File: src/rtl/alu_mul_sequencer.sv
// alu_mul_sequencer: unsigned 32x32->64 shift-add multiplier that borrows the shared ALU for each add step.
module alu_mul_sequencer #(
    parameter logic [4:0] FS_ADD  = 5'b00010,
    parameter logic [4:0] FS_PASS = 5'b00000
) (
    input  logic        clk,
    input  logic        rst,
    input  logic        start,
    input  logic [31:0] mult_a,
    input  logic [31:0] mult_b,
    input  logic [31:0] alu_out,
    input  logic        alu_cout,
    output logic [4:0]  fs,
    output logic [31:0] alu_a,
    output logic [31:0] alu_b,
    output logic        busy,
    output logic        done,
    output logic [63:0] product
);
    typedef enum logic [1:0] {IDLE, RUN, DONE} state_t;
    state_t state, state_nx;
    logic [31:0] m, p_hi, p_lo;
    logic [5:0] cnt;
    always_ff @(posedge clk or posedge rst) begin
        if (rst) state <= IDLE;
        else state <= state_nx;
    end
    always_comb begin
        state_nx = state;
        fs = FS_PASS;
        alu_a = '0;
        alu_b = '0;
        busy = state != IDLE;
        done = state == DONE;
        if (state == IDLE) state_nx = start ? RUN : IDLE;
        else if (state == DONE) state_nx = IDLE;
        else begin
            state_nx = cnt == 6'd31 ? DONE : RUN;
            fs = FS_ADD;
            alu_a = p_hi;
            alu_b = p_lo[0] ? m : '0;
        end
    end
    // each RUN edge shifts {cout, sum, P_lo} right by one, retiring one multiplier bit
    always_ff @(posedge clk or posedge rst) begin
        if (rst) begin
            m <= '0;
            p_hi <= '0;
            p_lo <= '0;
            cnt <= '0;
        end else if (state == IDLE && start) begin
            m <= mult_a;
            p_hi <= '0;
            p_lo <= mult_b;
            cnt <= '0;
        end else if (state == RUN) begin
            {p_hi, p_lo} <= {alu_cout, alu_out, p_lo[31:1]};
            cnt <= cnt + 6'd1;
        end
    end
    assign product = {p_hi, p_lo};
endmodule
File: config.mk
export PLATFORM = sky130hd
export DESIGN_NAME = alu_mul_sequencer
export DESIGN_NICKNAME = d
export VERILOG_FILES = /design/src/rtl/alu_mul_sequencer.sv
export SDC_FILE = /design/constraint.sdc
export NUM_CORES = 1
export LEC_CHECK = 0
export CORE_MARGIN = 2
export CORE_UTILIZATION = 44
export DETAILED_ROUTE_END_ITERATION = 10
export PLACE_DENSITY = 0.94
export RECOVER_POWER = 50
export SYNTH_ARGS = -nofsm -noshare
export SYNTH_HDL_FRONTEND = slang
export SYNTH_SLANG_ARGS = --single-unit
File: constraint.sdc
create_clock -name clk -period 5 [get_ports clk]
set_input_delay 1 -clock clk [delete_from_list [all_inputs] [get_ports clk]]
set_output_delay 1 -clock clk [all_outputs]
set_load 0.01 [all_outputs]
==> results by group, run 1 <==
Critical path
  • Slowest stage cell on the critical path: dfrtp_1
  • Critical Path Start Type: register
  • Crit path arrival time: 2.83 ns
  • CP peak stage delay: 1.56 ns
  • Crit-path max FO: 75
  • Crit path kind: register to output pin
  • Cells along the critical path: and3_1, clkdlybuf4s50_1
  • Worst EP required: 4.00 ns
  • Crit end category: output pin

Synth
  • Post-synth top area share: 0.546
  • Synth warnings: 0
  • Post-Syn Instances: 534
  • Syn avg cell area: 8.93 um2
  • Synth Area in Simple Gates: 0.319
  • Post-synth top flop: dfrtp_1
  • Count of cell types in the netlist: 28
  • Xor/xnor share of the synthesized area: 0
  • Ys async rst share: 1.00
  • Post-synthesis sequential area ratio: 0.546
  • Mux contribution to synthesized area: 0.00420
  • Largest family of logic cells by synthesized area: simple AND/OR/NAND/NOR gates
  • Synth area leader: dfrtp_1
  • Largest cells by area after synthesis: dfrtp_1 (55%), nand2_1 (18%), a22oi_1 (5.0%)
  • Synthesized cell area: 4770 um2
  • Post-synth EDFFs: 0
  • Adder-cell share of the synthesized area: 0.00262
  • Yosys reg bits: 104
  • Complex-gate fraction of the synthesized area: 0.0601

Detailed routing
  • DR pass1 iterations: 4
  • Initial drt markers: 221
  • DR WL/cell: 14.9 um
  • Vias/cell: 5.01
  • Via count: 4,423
  • Antenna-violating nets left: 0
  • Drt total wl: 13,200 um
  • DRC viols: 0

Layout
  • Nets: 839
  • Fill cells: 847
  • Antenna diode count: 0
  • P&R area growth vs syn: 50.7%
  • Multi-input logic area: 1860 um2
  • Share of layout cells above drive strength 1: 0.0336
  • Storage cell area: 2600 um2
  • Most frequent cells in the layout: nand2_1 (230), clkdlybuf4s50_1 (169), dfrtp_1 (104), dlygate4sd3_1 (61), nand3_1 (35)
  • Most common cell after layout, fill and taps aside: nand2_1

Timing
  • Slew Viols, Final: 151
  • Final period util: 0.765
  • Min Hold Slack: 0.480 ns
  • Layout Skew: 0.0135 ns
  • Final number of setup-violating endpoints: 0
  • Slew @ Worst Pin: 2.79 ns
  • Post-layout min period: 3.83 ns
  • Final Hold Viols: 0
  • Fmax: 0.261 GHz
  • Worst slew margin: -0.861
  • Setup Total Neg Slack: 0 ns
  • Unrepaired setup endpoints after global routing: no

Die
  • Io pins: 235
  • Die area: 11,700 um2
  • Die Wd: 108 um
  • Core ar.: 10,700 um2
  • Die H: 108 um
  • Rows: 38
  • Initial core utilization: 0.446

GRT
  • Initial antenna violation count: 0
  • Tot GR Track Use: 0.218
  • Largest net degree at the start of global routing: 76
  • Grt ovf: 0
  • Wire length of the first global-routing pass: 20,400 um
  • Number of global-route vias before repair: 4,324

Clock tree
  • Num Clock Sinks: 104
  • H-tree depth: 3
  • Worst-skew pair later-pin latency: 0.36 ns
  • Post-CTS setup repair buffer count: 0
  • CTS tree: done
  • Clk slew on worst S/H paths: 0.09 ns
  • Post-CTS sizing: 0
  • Total CTS buffers: 9
  • Root buf cell: clkbuf_8
  • Post-cts hold buffer count: 0
  • Clk buf depth: 2

Placement
  • PortBufs: 230
  • Post-DP HPWL: 9450 um
  • GP Congestion: 0.821

Hold path
  • Hold Crit Class: register to register

Power
  • Static leakage: 3.50 nW
  • Worst vdd ir: 0.248 mV
  • Pwr Density: 391 nW/um2

Outcome
  • Status: complete, but fails checks
  • Failing checks: capacitance limit, slew limit

Job
  • Max Cap Viol: 2
through the flow:
step	power (W)	setup WS [ns]	cells	instance area, um2	util
after global placement	0.00230	2.06	867	6990	0.654
final	0.00281	1.17	883	7190	0.672
after global routing	0.00299	0.900	883	7190	0.672
after detailed placement	0.00235	2.03	867	6990	0.654
after CTS	0.00289	1.71	883	7200	0.673
after floorplan	0.00171	1.27	537	4780	-
state kept, by name, summed over array words and instances, names as in the netlist:
name,cells
m,32
p_hi,32
state,2
p_lo,32
cnt,6
routing by layer:
| metal | global-route usage | vias to the layer above | share of wire |
|---|---|---|---|
| li1 | - | 2125 | - |
| met1 | 0.258 | 2109 | 0.40 |
| met2 | 0.387 | 168 | 0.51 |
| met3 | 0.0603 | 21 | 0.076 |
| met4 | 0.0668 | 0 | 0.017 |
| met5 | 0 | - | 0 |
Yosys cell counts, drive strengths merged (2+ instances only):
master	count
buf	34
o21ai	3
clkbuf	11
mux2i	2
and2	32
and3	33
nand4	2
nand3	35
inv	2
nand2	230
dfrtp	104
nand2b	2
a22oi	32
logic make-up (layout without fill, tap and decap cells):
logic type / after synthesis / count (layout)
other cells: 1 / 4
fa+ha+maj: 1 / 1
flops: 104 / 104
buf+inv: 47 / 253
simple gates: 341 / 341
mux: 2 / 2
compound gates: 38 / 38
report_power, final:
part | switching, W | total, W | internal [W]
clock network | 0.000296 | 0.000533 | 0.000237
logic | 0.000448 | 0.00102 | 0.000571
registers | 0.000199 | 0.00126 | 0.00106
total | 0.000944 | 0.00281 | 0.00187
final timing paths:
check | startpoint | endpoint | slack (ns) | cells past startpoint
max in group asynchronous | rst | p_hi[1]$_DFFE_PP0P_ | 1.45 | 3
hold / removal | m[27]$_DFFE_PP0P_ | m[27]$_DFFE_PP0P_ | 0.48 | 2
hold reg to reg | m[27]$_DFFE_PP0P_ | m[27]$_DFFE_PP0P_ | 0.48 | 2
setup / recovery | state[0]$_DFF_PP0_ | alu_b[31] | 1.17 | 2
setup reg to reg | state[0]$_DFF_PP0_ | p_hi[1]$_DFFE_PP0P_ | 1.71 | 4
min in group asynchronous | rst | m[15]$_DFFE_PP0P_ | 1.93 | 2
cell type report:
class | count | share of cell area
Inverter | 2 | 0.00104
Clock buffer | 9 | 0.0172
Clock inverter | 7 | 0.0110
Multi-Input combinational cell | 386 | 0.259
Sequential cell | 104 | 0.362
Tap cell | 140 | 0.0244
Timing Repair Buffer | 235 | 0.326
worst max-delay path, delay by kind of cell, from the launching register on:
kind / cells / cell delay (ns)
AND/OR/NAND/NOR: 1 / 0.36
flip-flops: 1 / 1.56
buffers and inverters: 1 / 0.55
Note: power is estimated with default switching activity, not from simulation.
==> run 2: changes to the inputs <==
CORE_UTILIZATION = 41   (was 44)
PLACE_DENSITY = 0.89   (was 0.94)
clock period = 3.7 ns   (was 5 ns; I/O delays follow)
==> run 2 against run 1 <==
Effect of this change: the flow finishes with violations (capacitance limit); sequential power increased by 36%; non-clock buffer count is 2 higher; die area is 7.0% higher; highest routed layer unchanged.
==> results by group, run 2 (synthesized netlist as in run 1, its figures left out) <==
Critical path
  • Critical Path Start Type: register
  • Crit end category: output pin
  • Crit path arrival time: 2.22 ns (-0.61 ns)
  • Crit-path max FO: 75 (unchanged)
  • Crit path kind: register to output pin
  • Worst EP required: 2.96 ns (-1.04 ns)

Die
  • Initial core utilization: 0.420 (-0.0264)
  • Die area: 12,500 um2 (+7.0%)
  • Io pins: 235 (unchanged)
  • Die Wd: 112 um (+3.5%)
  • Die H: 112 um (+3.5%)
  • Rows: 39 (+2.6%)
  • Core ar.: 11,400 um2 (+6.3%)

Placement
  • PortBufs: 230 (unchanged)
  • Post-DP HPWL: 9600 um (+1.5%)
  • GP Congestion: 0.833 (+1.5%)

Power
  • Net Sw Power: 0.00130 W (+37%)
  • Worst vdd ir: 0.308 mV (+24%)
  • P_int: 0.00273 W (+47%)
  • Power share of the clock group: 0.236 (+0.046)
  • Static leakage: 3.55 nW (+1.4%)
  • Power, Total: 0.00403 W (+43%)
  • Comb power frac: 0.340 (-0.023)
  • Register share of total power: 0.423 (-0.025)
  • Pwr Density: 551 nW/um2 (+41%)
  • Sw Ratio: 0.322 (-0.0141)

Outcome
  • Status: complete, but fails checks
  • Failing checks: capacitance limit

Timing
  • Slew Viols, Final: 0 (-100%)
  • Unrepaired setup endpoints after global routing: no
  • Final number of setup-violating endpoints: 0 (unchanged)
  • Layout Skew: 0.0102 ns (-0.00320 ns)
  • Worst slew margin: 0.000381 (+0.861)
  • Final Hold Viols: 0 (unchanged)
  • Final period util: 0.801
  • Fmax: 0.337 GHz
  • Slew @ Worst Pin: 1.50 ns (-1.29 ns)
  • Post-layout min period: 2.96 ns
  • Setup Total Neg Slack: 0 ns (unchanged)

Layout
  • P&R area growth vs syn: 53.3%
  • Share of layout cells above drive strength 1: 0.0376 (+0.00394)
  • Most common cell after layout, fill and taps aside: nand2_1
  • Most frequent cells in the layout: nand2_1 (230), clkdlybuf4s50_1 (166), dfrtp_1 (103), dlygate4sd3_1 (64), nand3_1 (35)
  • Antenna diode count: 0 (unchanged)
  • Nets: 841 (+0.24%)
  • Regs by FF count: m x32, p_hi x32, p_lo x32

Detailed routing
  • Initial drt markers: 375 (+70%)
  • Antenna-violating nets left: 0 (unchanged)
  • Vias/cell: 5.11 (+2.0%)
  • DR WL/cell: 15.0 um (+0.37%)
  • DRC viols: 0 (unchanged)
  • Via count: 4,538 (+2.6%)
  • DR pass1 iterations: 5 (+1)
  • Drt total wl: 13,300 um (+0.94%)

Clock tree
  • Post-CTS setup repair buffer count: 0 (unchanged)
  • Clk slew on worst S/H paths: 0.06 ns (-0.03 ns)
  • H-tree depth: 3 (unchanged)
  • Post-cts hold buffer count: 0 (unchanged)
  • Clk buf depth: 2 (unchanged)
  • Root buf cell: clkbuf_16
  • Worst-skew pair later-pin latency: 0.34 ns (-0.02 ns)
  • Total CTS buffers: 9 (unchanged)
  • Num Clock Sinks: 104 (unchanged)
  • CTS tree: done
  • Post-CTS sizing: 0 (unchanged)

GRT
  • Grt ovf: 0 (unchanged)
  • M3 GR Usage: 0.0517 (-0.00856)
  • Wire length of the first global-routing pass: 21,500 um (+5.5%)
  • Tot GR Track Use: 0.209 (-0.00945)
  • Number of global-route vias before repair: 4,401 (+1.8%)
  • Busiest grt layer: met2
  • Largest net degree at the start of global routing: 76 (unchanged)
  • GRT met2 Usage: 0.363 (-0.0236)
  • Global Route met1 Usage: 0.252 (-0.00649)
  • Initial antenna violation count: 0 (unchanged)

Job
  • Max Cap Viol: 1 (-1)

Hold path
  • Hold Crit Class: register to register
## run 2: changes by cell type in the layout (fill, tap and decap cells not counted), sizes merged
cell           change
buf                -1
dlygate4sd3        +3
clkbuf             +3
inv                +1
clkdlybuf4s50      -3
clkinv             -1
## run 2: stage by stage
step            util  cell area [um2]  setup slack [ns]  cells  hold WS, ns
2_1_floorplan      -             4780             0.228    537        0.436
3_3_place_gp   0.618             7030              1.14    872        0.454
3_5_place_dp   0.618             7030              1.07    872        0.459
4_1_cts        0.644             7330             0.697    888        0.477
5_1_grt        0.643             7310             0.556    888        0.496
6_report       0.643             7310             0.736    888        0.476
## run 2: layout make-up
type	count	area [um2]
clock inverter	7	76.3
sequential	104	2600
clock buffer	9	225
timing repair buffer	237	2360
tap	143	179
inverter	2	7.51
multi-input combinational	386	1870
fill	953	4060
## run 2: routing by layer
metal	vias to the layer above	share of wire	wire, um
met5	-	0	0
met4	0	0.026	344
met3	31	0.080	1070
met2	219	0.51	6800
met1	2158	0.38	5090
li1	2130	-	-
## run 2: power by group through the flow
| stage | Sequential (W) | Clock (W) | Combinational, W |
|---|---|---|---|
| CTS | 0.00171 | 0.000978 | 0.00145 |
| global route | 0.00175 | 0.00102 | 0.00150 |
| floorplan | 0.00170 | 0 | 0.000611 |
| global placement | 0.00171 | 0 | 0.00140 |
| detailed placement | 0.00173 | 0 | 0.00145 |
| finish | 0.00171 | 0.000952 | 0.00137 |
## run 2: worst paths after layout
check | startpoint | end | slack [ns] | depth (start not counted)
max reg2reg | state[0]$_DFF_PP0_ | p_lo[14]$_DFFE_PP0P_ | 1.25 | 4
max in group asynchronous | rst | p_lo[16]$_DFFE_PP0P_ | 0.94 | 3
min reg2reg | m[22]$_DFFE_PP0P_ | m[22]$_DFFE_PP0P_ | 0.48 | 2
min | m[22]$_DFFE_PP0P_ | m[22]$_DFFE_PP0P_ | 0.48 | 2
max | state[0]$_DFF_PP0_ | alu_b[9] | 0.74 | 2
min in group asynchronous | rst | m[3]$_DFFE_PP0P_ | 1.28 | 2
## run 2: worst max-delay path, cell delays in order, from the launching register on
cell and delay (ns):
dfrtp_2 1.02, and3_1 0.29, clkdlybuf4s50_1 0.55
